[src/rtl/nco_pkg.sv]
// Shared widths, control-word field offsets and octave-to-step helper for the
// wavetable NCO family.
package nco_pkg;

  localparam int ACC_WIDTH_DEF         = 18;
  localparam int OCT_WIDTH_DEF         = 3;
  localparam int SAMPLE_ADDR_WIDTH_DEF = 7;
  localparam int WAVE_ADDR_WIDTH_DEF   = 6;

  // Field offsets in the packed control word {wave, octave, tuning} at default widths.
  localparam int TUNING_LSB = 0;
  localparam int OCT_LSB    = TUNING_LSB + ACC_WIDTH_DEF;
  localparam int WAVE_LSB   = OCT_LSB + OCT_WIDTH_DEF;

  // Octaves at or beyond the sample width would step past a whole wave, so clamp to half a wave.
  function automatic logic [31:0] octave_step(input logic [31:0] oct, input int unsigned sample_w);
    logic [31:0] shamt;
    if (oct >= sample_w) begin
      shamt = sample_w - 32'd1;
    end else begin
      shamt = oct;
    end
    return 32'd1 << shamt;
  endfunction

endpackage

[src/rtl/nco_phase_acc.sv]
// Single-voice phase accumulator; exposes the adder carry-out as the phase-wrap event.
module nco_phase_acc
  import nco_pkg::*;
#(
  parameter int ACC_WIDTH = ACC_WIDTH_DEF
) (
  input  logic                 i_clock,
  input  logic                 i_reset_n,
  input  logic                 i_clear,
  input  logic [ACC_WIDTH-1:0] i_tuning,
  output logic                 o_carry
);

  logic [ACC_WIDTH-1:0] acc_q;
  logic [ACC_WIDTH-1:0] acc_d;
  logic [ACC_WIDTH:0]   sum_s;

  assign sum_s   = {1'b0, acc_q} + {1'b0, i_tuning};
  assign o_carry = sum_s[ACC_WIDTH];

  // Next phase: cleared by hard-sync, otherwise the modular sum.
  always_comb begin
    acc_d = acc_q;
    if (i_clear) begin
      acc_d = '0;
    end else begin
      acc_d = sum_s[ACC_WIDTH-1:0];
    end
  end

  // Phase register.
  always_ff @(posedge i_clock or negedge i_reset_n) begin
    if (!i_reset_n) begin
      acc_q <= '0;
    end else begin
      acc_q <= acc_d;
    end
  end

endmodule

[src/rtl/wavetable_nco_gen2.sv]
// Wavetable NCO voice: control-word latch, phase accumulator, sample/wave index
// tracking with hard-sync, and registered wave-RAM address generation.
module wavetable_nco_gen2
  import nco_pkg::*;
#(
  parameter int ACC_WIDTH         = ACC_WIDTH_DEF,
  parameter int OCT_WIDTH         = OCT_WIDTH_DEF,
  parameter int SAMPLE_ADDR_WIDTH = SAMPLE_ADDR_WIDTH_DEF,
  parameter int WAVE_ADDR_WIDTH   = WAVE_ADDR_WIDTH_DEF
) (
  input  logic                                         i_clock,
  input  logic                                         i_reset_n,
  input  logic                                         i_input_latch_write_enable,
  input  logic [ACC_WIDTH+OCT_WIDTH+WAVE_ADDR_WIDTH-1:0] i_input,
  input  logic                                         i_sync,
  output logic [WAVE_ADDR_WIDTH+SAMPLE_ADDR_WIDTH-1:0] o_waveram_address,
  output logic                                         o_sample_strobe,
  output logic                                         o_wrap,
  output logic                                         o_wave_pending
);

  localparam int IN_WIDTH = ACC_WIDTH + OCT_WIDTH + WAVE_ADDR_WIDTH;
  // Package offsets are for default widths; shift them by any width override.
  localparam int OCT_LSB_P  = OCT_LSB + (ACC_WIDTH - ACC_WIDTH_DEF);
  localparam int WAVE_LSB_P = WAVE_LSB + (ACC_WIDTH - ACC_WIDTH_DEF) + (OCT_WIDTH - OCT_WIDTH_DEF);

  logic [IN_WIDTH-1:0]          latch_q;
  logic [IN_WIDTH-1:0]          latch_d;
  logic [SAMPLE_ADDR_WIDTH-1:0] sample_q;
  logic [SAMPLE_ADDR_WIDTH-1:0] sample_d;
  logic [WAVE_ADDR_WIDTH-1:0]   wave_q;
  logic [WAVE_ADDR_WIDTH-1:0]   wave_d;
  logic                         strobe_q;
  logic                         strobe_d;
  logic                         wrap_q;
  logic                         wrap_d;

  logic [ACC_WIDTH-1:0]         tuning_s;
  logic [OCT_WIDTH-1:0]         oct_s;
  logic [WAVE_ADDR_WIDTH-1:0]   wave_field_s;
  logic [SAMPLE_ADDR_WIDTH-1:0] step_s;
  logic [SAMPLE_ADDR_WIDTH-1:0] sample_sum_s;
  logic                         sample_wrap_s;
  logic                         carry_s;

  assign tuning_s     = latch_q[OCT_LSB_P-1:TUNING_LSB];
  assign oct_s        = latch_q[WAVE_LSB_P-1:OCT_LSB_P];
  assign wave_field_s = latch_q[IN_WIDTH-1:WAVE_LSB_P];
  assign step_s       = SAMPLE_ADDR_WIDTH'(octave_step(32'(oct_s), SAMPLE_ADDR_WIDTH));

  assign {sample_wrap_s, sample_sum_s} = {1'b0, sample_q} + {1'b0, step_s};

  nco_phase_acc #(
    .ACC_WIDTH(ACC_WIDTH)
  ) u_phase_acc (
    .i_clock  (i_clock),
    .i_reset_n(i_reset_n),
    .i_clear  (i_sync),
    .i_tuning (tuning_s),
    .o_carry  (carry_s)
  );

  // Control-word latch; the datapath only ever sees the registered copy.
  always_comb begin
    latch_d = latch_q;
    if (i_input_latch_write_enable) begin
      latch_d = i_input;
    end else begin
      latch_d = latch_q;
    end
  end

  // Sample/wave index update: sync beats carry; a new wave is adopted only at a wrap or sync.
  always_comb begin
    sample_d = sample_q;
    wave_d   = wave_q;
    strobe_d = 1'b0;
    wrap_d   = 1'b0;
    if (i_sync) begin
      sample_d = '0;
      wave_d   = wave_field_s;
      wrap_d   = 1'b1;
    end else if (carry_s) begin
      sample_d = sample_sum_s;
      strobe_d = 1'b1;
      if (sample_wrap_s) begin
        wave_d = wave_field_s;
        wrap_d = 1'b1;
      end else begin
        wave_d = wave_q;
        wrap_d = 1'b0;
      end
    end else begin
      sample_d = sample_q;
      wave_d   = wave_q;
    end
  end

  // State and registered-output flops.
  always_ff @(posedge i_clock or negedge i_reset_n) begin
    if (!i_reset_n) begin
      latch_q  <= '0;
      sample_q <= '0;
      wave_q   <= '0;
      strobe_q <= 1'b0;
      wrap_q   <= 1'b0;
    end else begin
      latch_q  <= latch_d;
      sample_q <= sample_d;
      wave_q   <= wave_d;
      strobe_q <= strobe_d;
      wrap_q   <= wrap_d;
    end
  end

  assign o_waveram_address = {wave_q, sample_q};
  assign o_sample_strobe   = strobe_q;
  assign o_wrap            = wrap_q;
  assign o_wave_pending    = (wave_field_s != wave_q);

endmodule

[config.mk]
export PLATFORM = sky130hd
export DESIGN_NAME = wavetable_nco_gen2
export DESIGN_NICKNAME = d
export VERILOG_FILES = /design/src/rtl/nco_pkg.sv /design/src/rtl/nco_phase_acc.sv /design/src/rtl/wavetable_nco_gen2.sv
export SDC_FILE = /design/constraint.sdc
export NUM_CORES = 1
export LEC_CHECK = 0
export BUFFER_PORTS_ARGS = -buffer_cell sky130_fd_sc_hd__buf_2
export CAP_MARGIN = 20
export CORE_ASPECT_RATIO = 1.4
export CORE_UTILIZATION = 45
export CTS_CLUSTER_DIAMETER = 100
export DETAILED_ROUTE_END_ITERATION = 6
export PLACE_DENSITY = 0.77
export SYNTH_ARGS = -nofsm -noshare
export SYNTH_HDL_FRONTEND = slang
export SYNTH_HIERARCHICAL = 1
export SYNTH_SLANG_ARGS = --single-unit
[constraint.sdc]
create_clock -name i_clock -period 4.1 [get_ports i_clock]
set_input_delay 0.82 -clock i_clock [delete_from_list [all_inputs] [get_ports i_clock]]
set_output_delay 0.82 -clock i_clock [all_outputs]
set_load 0.01 [all_outputs]
== Word-level counts from Yosys, hierarchy flattened ==
Cells that the tools add are included.
Operators by class
  bitwise logic cells: 0
  shift operators: 1
  divide/modulo/power cells: 0
  $lt $le $gt $ge: 1
  $add $sub $neg: 2
  mux-type cells: 12
  $mul: 0
  reduce and logical (&&, ||, !) cells: 3
  eq/ne operators: 1
Operator list (count)
  $shl 1x32->7 const A: 1
  $add 18x18->19: 1
  $mux 18: 1
  $mux 6: 3
  $mux 7: 2
  $add 7x7->8: 1
  $ne 6x6->1: 1
  $mux 1: 5
  $reduce_bool 2->1: 2
  $ge 3x3->1 const B: 1
  $mux 3: 1
  $reduce_and 2->1: 1
Storage, ports and cells
  memories kept: 0
  ROM bits: 0
  input port bits: 31
  bits in writable memories: 0
  register bits: 60
  latch bits: 0

== Longest topological paths before layout ==
  depth after elaboration: 7
  depth in mapped cells: 11
  mapped depth without buffers: 11

== Cells and area by module ==
Netlist, hierarchy kept.
Modules (own cells, without submodules)
  wavetable_nco_gen2: area each 1979.4 um^2, instances 1, cells each 152
  nco_phase_acc: area each 1503.9 um^2, instances 1, cells each 164

== Least setup slack after synthesis ==
No wires, ideal clock.
  path type: register -> register
  start: reg latch_q[0]
  end: reg wave_q[0]
  period minus slack after synthesis: 3137 ps
  arrival time: 3013 ps
  cell stages (with the launch flop): 12
  setup slack: 963 ps
  data required time: 3975 ps
  library setup time: 125 ps
  cell sequence: dfrtp_1 -> ha_1 -> fa_1 -> a211oi_2 -> or3_4 -> a31oi_4 -> a31oi_1 -> o21ai_0 -> and3_1 -> a221o_1 -> a21oi_4 -> mux2_2
Between the ends
  cells in the longest elaborated chain, start to end: 3
Ends and longest elaborated chain
  from (decl): RTL line wavetable_nco_gen2.sv:27  | logic [IN_WIDTH-1:0] latch_q;
  from (signal assigned): RTL line wavetable_nco_gen2.sv:108  | latch_q <= latch_d;
  $add 18x18->19: RTL line nco_phase_acc.sv:18  | assign sum_s = {1'b0, acc_q} + {1'b0, i_tuning};
  named net carry_s: RTL line wavetable_nco_gen2.sv:44  | logic carry_s;
  $reduce_bool 2->1 (no line)
  $reduce_and 2->1 (no line)
  to (signal assigned): RTL line wavetable_nco_gen2.sv:110  | wave_q <= wave_d;
  to (decl): RTL line wavetable_nco_gen2.sv:31  | logic [WAVE_ADDR_WIDTH-1:0] wave_q;
The timed path passes the listed nets, and every way through them passes these cells.
A chain may end at the register's enable or synchronous reset.

== Worst setup path in the final report ==
  start: reg latch_q[0]
  end: reg wave_q[2]
Same word-level chain as after synthesis.

==> flow_metrics.py <==
metrics = {
    "status": {
        "outcome": "finished clean",
    },
    "placed_design": {
        "port_buffers": 46,
        "globalplace.congestion": 0.889,
        "dpl_cell_area_sq_um": 3810,
        "hpwl_um": 5060,
    },
    "synthesis": {
        "synth_async_sr_flop_share_pct": 100,
        "postSynthNetCount": 374,
        "seq_area_frac_synth_pct": 43.1,
        "ys_types": 54,
        "synth-warning-count": 6,
        "synth_flop_cell": "sky130_fd_sc_hd__dfrtp_1",
        "ys_ff_latch": 60,
        "synthesis.area_sq_um": 3480,
        "post_synth.cell_area_avg_sq_um": 11.0,
        "postSynthCellCount": 316,
        "synth-edff-count": 0,
    },
    "cells_and_area": {
        "area_growth_from_synthesis_to_layout_pct": 15.2,
        "total_non_filler_cell_area_in_the_finished_layout_sq_um": 4010,
        "layout.core_utilization_pct": 54.2,
        "num_antenna_cells": 0,
        "final_common_cell": "sky130_fd_sc_hd__dfrtp_1",
        "fraction_of_final_layout_cells_sized_beyond_drive_strength_1_pct": 29.7,
        "nets": 423,
        "layout.cells.most_common_list": "sky130_fd_sc_hd__dfrtp_1 (60), sky130_fd_sc_hd__buf_2 (46), sky130_fd_sc_hd__mux2_2 (36)",
    },
    "job": {
        "drv.max_cap_violation_count": 0,
    },
    "worst_setup_path": {
        "r2r-end": "wave_q[2]",
        "critical_path_class": "flop to flop",
        "critPathTopFamily": "compound AO/OA/AOI/OAI gates",
        "critPathArrivalTime_ns": 3.73,
        "cp-start-kind": "flop",
        "required_ns": 4.33,
        "rrSetupSlack_ns": 0.59,
        "crit_path_buffers_inverters": 1,
        "critical_path.slowest_cell": "sky130_fd_sc_hd__fa_1",
        "rr_startpoint": "latch_q[0]",
        "crit_fanout": 13,
        "cp-end-kind": "flop",
        "critPathMaxStageDelay_ns": 0.44,
        "cp_cell_sequence": "ha_1 > fa_1 > a211oi_2 > or3_4 > a31oi_4 > a31oi_1 > o21ai_0 > buf_4 > and3_1 > a221o_1 > a21oi_4 > mux2_2",
        "r2r.worst_path.cells": 12,
    },
    "floorplanning": {
        "design.die.area_sq_um": 8100,
        "top_level_ports": 47,
        "floorplan.initialDensity_pct": 47.0,
        "fp-row-count": 37,
        "die-height_um": 106,
        "die_width_um": 76.4,
        "placeableCoreArea_sq_um": 7410,
    },
    "cts": {
        "clk_path_buf_depth": 2,
        "cts_max_level": 3,
        "cts_tree": "done",
        "post_cts_resized": 0,
        "cts_setup_buffers": 0,
        "holdBufCountCts": 0,
        "clk_root_buffer_cell": "sky130_fd_sc_hd__clkbuf_8",
        "clkTransAtPathRegs_ns": 0.07,
        "clkLatencyLatePin_ns": 0.34,
        "clock-sinks": 60,
        "numCtsBuffers": 9,
    },
    "global_routing": {
        "groute.usage.overall_pct": 19.1,
        "grt_max_degree": 35,
        "vias_in_the_first_global_route": 2691,
        "grt_antenna_before_repair": 0,
        "grt_overflow_total": 0,
        "grt_pass1_wl_um": 12100,
    },
    "worst_hold_path": {
        "hold_path.class": "primary input to asynchronous set/reset pin",
    },
    "detailed_routing": {
        "avgRoutedWirePerCell_um": 14.9,
        "avgViaCountPerCell": 5.64,
        "route.antenna.remaining_nets": 0,
        "detail_route.first_pass.iterations": 5,
        "routed_wirelength_um": 6970,
        "post-route-drc-count": 0,
        "initialDrtViolationCount": 91,
        "routed-via-count": 2634,
    },
    "sta": {
        "max_clock_freq_mhz": 285,
        "worst_pin_slew_ns": 0.681,
        "finClkSkew_ns": 0.00831,
        "rsz_0062_raised_after_global_routing": "no",
        "layout_min_cycle_time_ns": 3.51,
        "slew_violations": 0,
        "setup_viol": 0,
        "max-slew-margin-rel_pct": 54.6,
        "min_period_over_period_pct": 85.5,
        "setup_total_negative_slack_ns": 0,
        "final_hold_viol_count": 0,
    },
    "power": {
        "peakVddDrop_v": 0.000259,
        "p_leak_nw": 1.88,
        "power_density_nw_per_um2": 577,
    },
}
[sequential cells by signal (all words and copies together), names as in the netlist]
| signal | flops |
|---|---|
| o_wrap | 1 |
| sample_q | 7 |
| latch_q | 27 |
| u_phase_acc/acc_q | 18 |
| wave_q | 6 |
| o_sample_strobe | 1 |
[synth_stat cells, types with 3 or more instances]
| cell type | count | area share, % |
|---|---|---|
| sky130_fd_sc_hd__nor3b_1 | 3 | 0.65 |
| sky130_fd_sc_hd__nand2_1 | 11 | 1.2 |
| sky130_fd_sc_hd__nand4_1 | 5 | 0.90 |
| sky130_fd_sc_hd__xor2_1 | 6 | 1.5 |
| sky130_fd_sc_hd__inv_1 | 9 | 0.97 |
| sky130_fd_sc_hd__nor2_1 | 21 | 2.3 |
| sky130_fd_sc_hd__a21oi_1 | 12 | 1.7 |
| sky130_fd_sc_hd__a211oi_1 | 8 | 1.7 |
| sky130_fd_sc_hd__o21ai_0 | 13 | 1.9 |
| sky130_fd_sc_hd__nand3_1 | 6 | 0.86 |
| sky130_fd_sc_hd__a21o_1 | 10 | 2.2 |
| sky130_fd_sc_hd__nor2b_1 | 9 | 1.6 |
| sky130_fd_sc_hd__and3_1 | 3 | 0.54 |
| sky130_fd_sc_hd__buf_1 | 3 | 0.32 |
| sky130_fd_sc_hd__xnor2_1 | 6 | 1.5 |
| sky130_fd_sc_hd__clkbuf_1 | 5 | 0.54 |
| sky130_fd_sc_hd__mux2i_1 | 3 | 0.86 |
| sky130_fd_sc_hd__o211ai_1 | 6 | 1.3 |
| sky130_fd_sc_hd__mux2_2 | 36 | 12 |
| sky130_fd_sc_hd__dfrtp_1 | 60 | 43 |
| sky130_fd_sc_hd__or2_2 | 3 | 0.54 |
| sky130_fd_sc_hd__nor3_1 | 10 | 1.4 |
| sky130_fd_sc_hd__ha_1 | 25 | 9.0 |
| sky130_fd_sc_hd__o21a_1 | 5 | 1.1 |
[layer usage]
| layer | GRT usage [%] | vias to the layer above | wire (um) | share of wire (%) |
|---|---|---|---|---|
| li1 | - | 1272 | - | - |
| met1 | 20.6 | 1274 | 2850 | 41 |
| met2 | 34.0 | 69 | 3620 | 52 |
| met3 | 4.72 | 19 | 279 | 4.0 |
| met4 | 10.2 | 0 | 216 | 3.1 |
| met5 | 0 | - | 0 | 0 |
[metrics by stage]
stage | worst slack [ns] | hold slack [ns] | power (mW) | std cells
after floorplan | 0.963 | 0.487 | 1.55 | 316
after global placement | 0.695 | 0.498 | 1.74 | 451
after detailed placement | 0.591 | 0.504 | 1.77 | 451
after CTS | 0.582 | 0.520 | 2.33 | 467
after global routing | 0.373 | 0.534 | 2.48 | 467
final | 0.594 | 0.503 | 2.31 | 467
[power by group]
| group | switching (mW) | internal (mW) |
|---|---|---|
| Combinational | 0.542 | 0.443 |
| Sequential | 0.0680 | 0.720 |
| Clock | 0.230 | 0.312 |
[cell type report]
| type | count | area [sq um] |
|---|---|---|
| Timing Repair Buffer | 48 | 245 |
| Clock inverter | 4 | 47.5 |
| Multi-Input combinational cell | 237 | 1910 |
| Clock buffer | 12 | 155 |
| Tap cell | 97 | 121 |
| Inverter | 9 | 33.8 |
| Sequential cell | 60 | 1500 |
| Fill cell | 681 | 3390 |
[cells by family after synthesis]
kind of cell,count (synthesis),synth area share [%]
adder cells (fa/ha/maj),27,10.1
buffers and inverters,19,2.12
XOR/XNOR,12,3.02
AO/OA/AOI/OAI,73,15.4
flip-flops,60,43.1
AND/OR/NAND/NOR,84,13.0
multiplexers,41,13.3
[worst max path at each step]
stage | startpoint | endpoint | slack (ns) | depth (start not counted)
2_1_floorplan | latch_q[0] | wave_q[0] | 0.96 | 11
3_3_place_gp | latch_q[0] | wave_q[4] | 0.69 | 12
3_5_place_dp | latch_q[0] | wave_q[2] | 0.59 | 12
4_1_cts | latch_q[0] | wave_q[2] | 0.58 | 12
5_1_grt | latch_q[0] | wave_q[0] | 0.37 | 12
6_report | latch_q[0] | wave_q[2] | 0.59 | 12
(Power assumes the default switching activity.)
